--- src/rtl/store_buffer_if.sv ---
// Core-side and memory-side signals of the posted-write store buffer.
// slave is the buffer's view; master is the core/memory environment's view.
interface store_buffer_if;
    logic        cpu_wr_en;
    logic [31:0] cpu_addr;
    logic [31:0] cpu_wr_data;
    logic [31:0] cpu_rd_data;
    logic        mem_req;
    logic [31:0] mem_addr;
    logic [31:0] mem_wdata;
    logic        mem_ack;
    logic [31:0] mem_rd_addr;
    logic [31:0] mem_rd_data;
    logic        full;
    logic        empty;
    logic        overflow;

    modport slave (
        input  cpu_wr_en, cpu_addr, cpu_wr_data, mem_ack, mem_rd_data,
        output cpu_rd_data, mem_req, mem_addr, mem_wdata, mem_rd_addr,
               full, empty, overflow
    );

    modport master (
        output cpu_wr_en, cpu_addr, cpu_wr_data, mem_ack, mem_rd_data,
        input  cpu_rd_data, mem_req, mem_addr, mem_wdata, mem_rd_addr,
               full, empty, overflow
    );
endinterface

--- src/rtl/store_buffer.sv ---
// Posted-write FIFO between a never-stalling core and a req/ack data memory,
// with store-to-load forwarding from any pending entry.
module store_buffer #(
    parameter int unsigned DEPTH = 4
) (
    input  logic           clk,
    input  logic           reset,
    store_buffer_if.slave  bus
);
    localparam int unsigned PTR_W = $clog2(DEPTH);
    localparam int unsigned CNT_W = PTR_W + 1;
    localparam logic [CNT_W-1:0] FULL_CNT = CNT_W'(DEPTH);

    logic [29:0]      addr_mem [DEPTH];
    logic [31:0]      data_mem [DEPTH];
    logic [PTR_W-1:0] head;
    logic [PTR_W-1:0] tail;
    logic [CNT_W-1:0] count;
    logic             overflow_q;
    logic             is_full;
    logic             pop;
    logic             push;
    logic [PTR_W-1:0] fwd_idx;
    logic [31:0]      fwd_data;

    assign is_full = (count == FULL_CNT);
    assign pop     = bus.mem_req & bus.mem_ack;
    // A store into a full buffer still fits when the head retires this cycle.
    assign push    = bus.cpu_wr_en & (~is_full | pop);

    assign bus.mem_req     = (count != '0);
    assign bus.full        = is_full;
    assign bus.empty       = (count == '0);
    assign bus.overflow    = overflow_q;
    assign bus.mem_addr    = {addr_mem[head], 2'b00};
    assign bus.mem_wdata   = data_mem[head];
    assign bus.mem_rd_addr = bus.cpu_addr & ~32'h3;
    assign bus.cpu_rd_data = fwd_data;

    always_ff @(posedge clk) begin
        if (reset) begin
            head       <= '0;
            tail       <= '0;
            count      <= '0;
            overflow_q <= 1'b0;
        end else begin
            if (push) tail <= tail + 1'b1;
            if (pop)  head <= head + 1'b1;
            if (push && !pop)
                count <= count + 1'b1;
            else if (pop && !push)
                count <= count - 1'b1;
            if (bus.cpu_wr_en && is_full && !pop)
                overflow_q <= 1'b1;
        end
    end

    always_ff @(posedge clk) begin
        if (push) begin
            addr_mem[tail] <= bus.cpu_addr[31:2];
            data_mem[tail] <= bus.cpu_wr_data;
        end
    end

    // Walk valid entries oldest to youngest so the youngest match wins.
    always_comb begin
        fwd_data = bus.mem_rd_data;
        fwd_idx  = '0;
        for (int unsigned i = 0; i < DEPTH; i++) begin
            fwd_idx = head + PTR_W'(i);
            if ((CNT_W'(i) < count) && (addr_mem[fwd_idx] == bus.cpu_addr[31:2]))
                fwd_data = data_mem[fwd_idx];
        end
    end
endmodule

--- src/flat_wrapper.sv ---
// flat-port wrapper written by rule: the top's interface ports become plain ports
module store_buffer_flat 
#(
    parameter int unsigned DEPTH = 4
)
  (clk, reset, bus_cpu_wr_en, bus_cpu_addr, bus_cpu_wr_data, bus_mem_ack, bus_mem_rd_data, bus_cpu_rd_data, bus_mem_req, bus_mem_addr, bus_mem_wdata, bus_mem_rd_addr, bus_full, bus_empty, bus_overflow);
  store_buffer_if bus_i ();
  input  logic clk;
  input  logic reset;
  input wire logic [$bits(bus_i.cpu_wr_en)-1:0] bus_cpu_wr_en;
  input wire logic [$bits(bus_i.cpu_addr)-1:0] bus_cpu_addr;
  input wire logic [$bits(bus_i.cpu_wr_data)-1:0] bus_cpu_wr_data;
  input wire logic [$bits(bus_i.mem_ack)-1:0] bus_mem_ack;
  input wire logic [$bits(bus_i.mem_rd_data)-1:0] bus_mem_rd_data;
  output wire logic [$bits(bus_i.cpu_rd_data)-1:0] bus_cpu_rd_data;
  output wire logic [$bits(bus_i.mem_req)-1:0] bus_mem_req;
  output wire logic [$bits(bus_i.mem_addr)-1:0] bus_mem_addr;
  output wire logic [$bits(bus_i.mem_wdata)-1:0] bus_mem_wdata;
  output wire logic [$bits(bus_i.mem_rd_addr)-1:0] bus_mem_rd_addr;
  output wire logic [$bits(bus_i.full)-1:0] bus_full;
  output wire logic [$bits(bus_i.empty)-1:0] bus_empty;
  output wire logic [$bits(bus_i.overflow)-1:0] bus_overflow;
  assign bus_i.cpu_wr_en = bus_cpu_wr_en;
  assign bus_i.cpu_addr = bus_cpu_addr;
  assign bus_i.cpu_wr_data = bus_cpu_wr_data;
  assign bus_i.mem_ack = bus_mem_ack;
  assign bus_i.mem_rd_data = bus_mem_rd_data;
  assign bus_cpu_rd_data = bus_i.cpu_rd_data;
  assign bus_mem_req = bus_i.mem_req;
  assign bus_mem_addr = bus_i.mem_addr;
  assign bus_mem_wdata = bus_i.mem_wdata;
  assign bus_mem_rd_addr = bus_i.mem_rd_addr;
  assign bus_full = bus_i.full;
  assign bus_empty = bus_i.empty;
  assign bus_overflow = bus_i.overflow;
  store_buffer #(.DEPTH(DEPTH)) u_core (.clk(clk), .reset(reset), .bus(bus_i));
endmodule
--- config.mk ---
export PLATFORM = sky130hd
export DESIGN_NAME = store_buffer_flat
export DESIGN_NICKNAME = d
export VERILOG_FILES = /design/src/rtl/store_buffer_if.sv /design/src/rtl/store_buffer.sv /design/src/flat_wrapper.sv
export SDC_FILE = /design/constraint.sdc
export NUM_CORES = 1
export LEC_CHECK = 0
export CORE_UTILIZATION = 50
export CTS_BUF_LIST = sky130_fd_sc_hd__clkbuf_4 sky130_fd_sc_hd__clkbuf_8 sky130_fd_sc_hd__clkbuf_16
export DETAILED_ROUTE_END_ITERATION = 10
export PLACE_DENSITY_LB_ADDON = 0.2
export RECOVER_POWER = 100
export SKIP_LAST_GASP = 1
export SLEW_MARGIN = 20
export SYNTH_ARGS = -nofsm -noshare
export SYNTH_HDL_FRONTEND = slang
export SYNTH_SLANG_ARGS = --single-unit
export TNS_END_PERCENT = 30
--- constraint.sdc ---
create_clock -name clk -period 3.2 [get_ports clk]
set_input_delay 0.64 -clock clk [delete_from_list [all_inputs] [get_ports clk]]
set_output_delay 0.64 -clock clk [all_outputs]
set_load 0.02 [all_outputs]
==> results of run 1 <==
-- per-layer routing --
| metal | wire [microns] | vias up |
|---|---|---|
| li1 | - | 6077 |
| met1 | 22400 | 7064 |
| met2 | 29100 | 673 |
| met3 | 3920 | 95 |
| met4 | 1610 | 2 |
| met5 | 13 | - |
-- cells by family after synthesis --
family | count (synthesis) | share of synthesized area
fa+ha+maj | 9 | 0.00634
simple gates | 180 | 0.0543
buf+inv | 162 | 0.0573
xor+xnor | 93 | 0.0459
other cells | 1 | 0.000211
compound gates | 180 | 0.0765
mux | 352 | 0.329
flops | 258 | 0.431
-- where the power goes --
| group | switching [mW] | internal [mW] | leakage (nW) |
|---|---|---|---|
| registers | 0.261 | 4.06 | 2.36 |
| logic | 4.15 | 4.65 | 5.78 |
| clock network | 1.37 | 2.16 | 0.491 |
-- sequential cells by signal, summed over array words and instances (netlist names), named ones only --
signal               cells
u_core.addr_mem        120
u_core.bus.overflow      1
u_core.count             3
u_core.data_mem        128
u_core.head              2
u_core.tail              2
-- stage by stage --
step	std cells	instance area [sq um]
floorplan	1238	18000
global placement	2137	22900
detailed placement	2137	22900
CTS	2203	24500
global route	2226	25100
finish	2231	25100
-- cell type report --
class / instances / area (sq um)
Antenna cell: 5 / 12.5
Timing Repair Buffer: 626 / 5920
Sequential cell: 258 / 7660
Fill cell: 2324 / 9650
Inverter: 18 / 70.1
Tap cell: 455 / 569
Clock inverter: 19 / 256
Multi-Input combinational cell: 818 / 9830
Clock buffer: 32 / 748
-- placed cells by master (no fill, tap or decap), types with 6 or more instances in the layout --
master / n
mux2i_1: 146
clkbuf_1: 9
nor2_1: 31
dfxtp_1: 6
mux4_2: 184
buf_6: 29
o311ai_4: 9
a21oi_1: 21
nand4_1: 10
nor4_1: 7
o311ai_2: 21
xnor2_2: 9
nand2b_1: 36
bufinv_16: 6
o221ai_1: 7
nand2_1: 55
mux2i_2: 12
xnor2_1: 50
buf_12: 32
buf_4: 347
a22oi_2: 33
clkdlybuf4s50_1: 152
o21ai_0: 19
ha_1: 9
xor2_1: 34
inv_1: 17
dlygate4sd3_1: 41
edfxtp_1: 248
a22oi_1: 9
o22ai_1: 9
clkbuf_16: 37
mux2_2: 6
-- worst paths after layout --
kind,cells past startpoint,slack [ns],end,start
hold / removal,2,0.47,u_core.bus.overflow,u_core.bus.overflow
hold reg to reg,2,0.47,u_core.bus.overflow,u_core.bus.overflow
setup / recovery,12,-1.44,bus_cpu_rd_data[1],u_core.head[0]
setup reg to reg,9,0.96,u_core.addr_mem[2][27],u_core.count[0]
-- repair_timing --
item / in CTS / in global routing
hold endpoints to repair: 0 / 0
endpoints found under the setup margin: 65 / 67
buffers inserted: 13 / 14
pin swaps: 16 / 21
gates cloned: 3 / 9
resized for setup: 229 / 51
-- worst max-delay path, stage by stage (launching register included) --
cell and delay [ns]:
dfxtp_4 0.40, buf_6 0.15, buf_6 0.11, mux4_2 0.49
a22oi_2 0.22, o311ai_1 0.13, nor4_1 0.35, nand4_1 0.12
or4_4 0.64, nor3b_4 0.26, clkbuf_16 0.20, a22oi_2 0.21
buf_6 0.15
==> results.json, run 1 <==
{
  "outcome": "complete, but fails checks",
  "violations": "setup timing",
  "die_h_microns": 190,
  "vdd_drop_max_mv": 0.575,
  "critPathMaxFanout": 8,
  "clk_pin_slew_ns": 0.06,
  "grt-ovfl-total": 0,
  "met3_usage": 0.0293,
  "dr_total_vias": 13900,
  "syn_inst": 1235,
  "clkSinkCount": 258,
  "yosysSeqAreaShare": 0.431,
  "setup_viol": 65,
  "grt_max_degree": 68,
  "syn_area_per_cell_sq_um": 14.4,
  "synth-seq-cells": 258,
  "timing.hold.ws_ns": 0.473,
  "fin_ws_ns": -1.44,
  "hpwl_microns": 40600,
  "yosys.area.top_type": "edfxtp_1",
  "finalHoldViolCount": 0,
  "synth_area_leaders": "edfxtp_1 42%, mux4_2 23%, mux2i_1 9.0%, xnor2_1 2.9%, buf_4 2.0%",
  "slew_violations": 0,
  "period_share": 1.45,
  "viasPerCell": 6.24,
  "grt_pass1_wl_microns": 82400,
  "path_class": "flip-flop to output port",
  "drtIter0Drc": 1030,
  "final_core_util": 0.722,
  "yosys_most_used_dff": "edfxtp_1",
  "numCtsBuffers": 28,
  "worst_slew_pin_slew_ns": 0.852,
  "rsz0062_at_grt": "true",
  "power_density_nw_per_um2": 664,
  "hold_class": "flip-flop to flip-flop",
  "dp_slack_ns": -1.71,
  "grt_pass1_vias": 13600,
  "synth_common_cells": "248 x edfxtp_1, 184 x mux4_2, 160 x mux2i_1",
  "die_w_microns": 190,
  "fmax_ghz": 0.216,
  "end_kind": "output port",
  "place_congestion": 0.979,
  "syn2layout_area_growth_pct": 41.2,
  "cts.hold.buffers_added": 0,
  "portBuffers": 225,
  "ys_types": 70,
  "first_pass_iters": 5,
  "io_pins": 232,
  "cts-root-buf": "clkbuf_16",
  "initial_core_util": 0.511,
  "drive_gt1_frac": 0.441,
  "ant_nets": 0,
  "setup_tns_ns": -59.73,
  "power_leakage_nw": 8.63,
  "p_total_mw": 16.7,
  "cap_viol_max_count": 0,
  "worst_setup_path_start_kind": "flip-flop",
  "netlist_area_sq_um": 17800,
  "synthMostInstantiatedCell": "edfxtp_1",
  "totalWireLength_microns": 57100,
  "dieArea_sq_um": 36300,
  "htree_levels": 1,
  "top_usage_layer": "met2",
  "drt-wirelength-per-cell_microns": 25.6,
  "track_usage": 0.303,
  "use_met1": 0.409,
  "ys_async_sr_fraction": 0,
  "fin_nets": 1859,
  "critPathArrivalTime_ns": 4.00,
  "core-area_sq_um": 34700,
  "drc_errors": 0,
  "cts_buffer_depth": 3,
  "clk_latency_ns": 0.55,
  "met2_usage": 0.521,
  "finClkSkew_ns": 0.00937,
  "critPathRequiredTime_ns": 2.56,
  "cts_tree": "built",
  "post-route-min-period_ns": 4.64,
  "max_slew_margin": 0.432,
  "synth_top_area_frac": 0.419,
  "antenna_found_initial": 2,
  "synth_edf_count": 248,
  "rows": 68,
  "yosys_warnings": 0
}
Note: power is estimated with default switching activity, not from simulation.
==> inputs of run 2 (changes only) <==
- HOLD_SLACK_MARGIN: not set -> 0.15
==> results of run 2 <==
No change in the layout: final DEF, timing and power equal those of run 1.
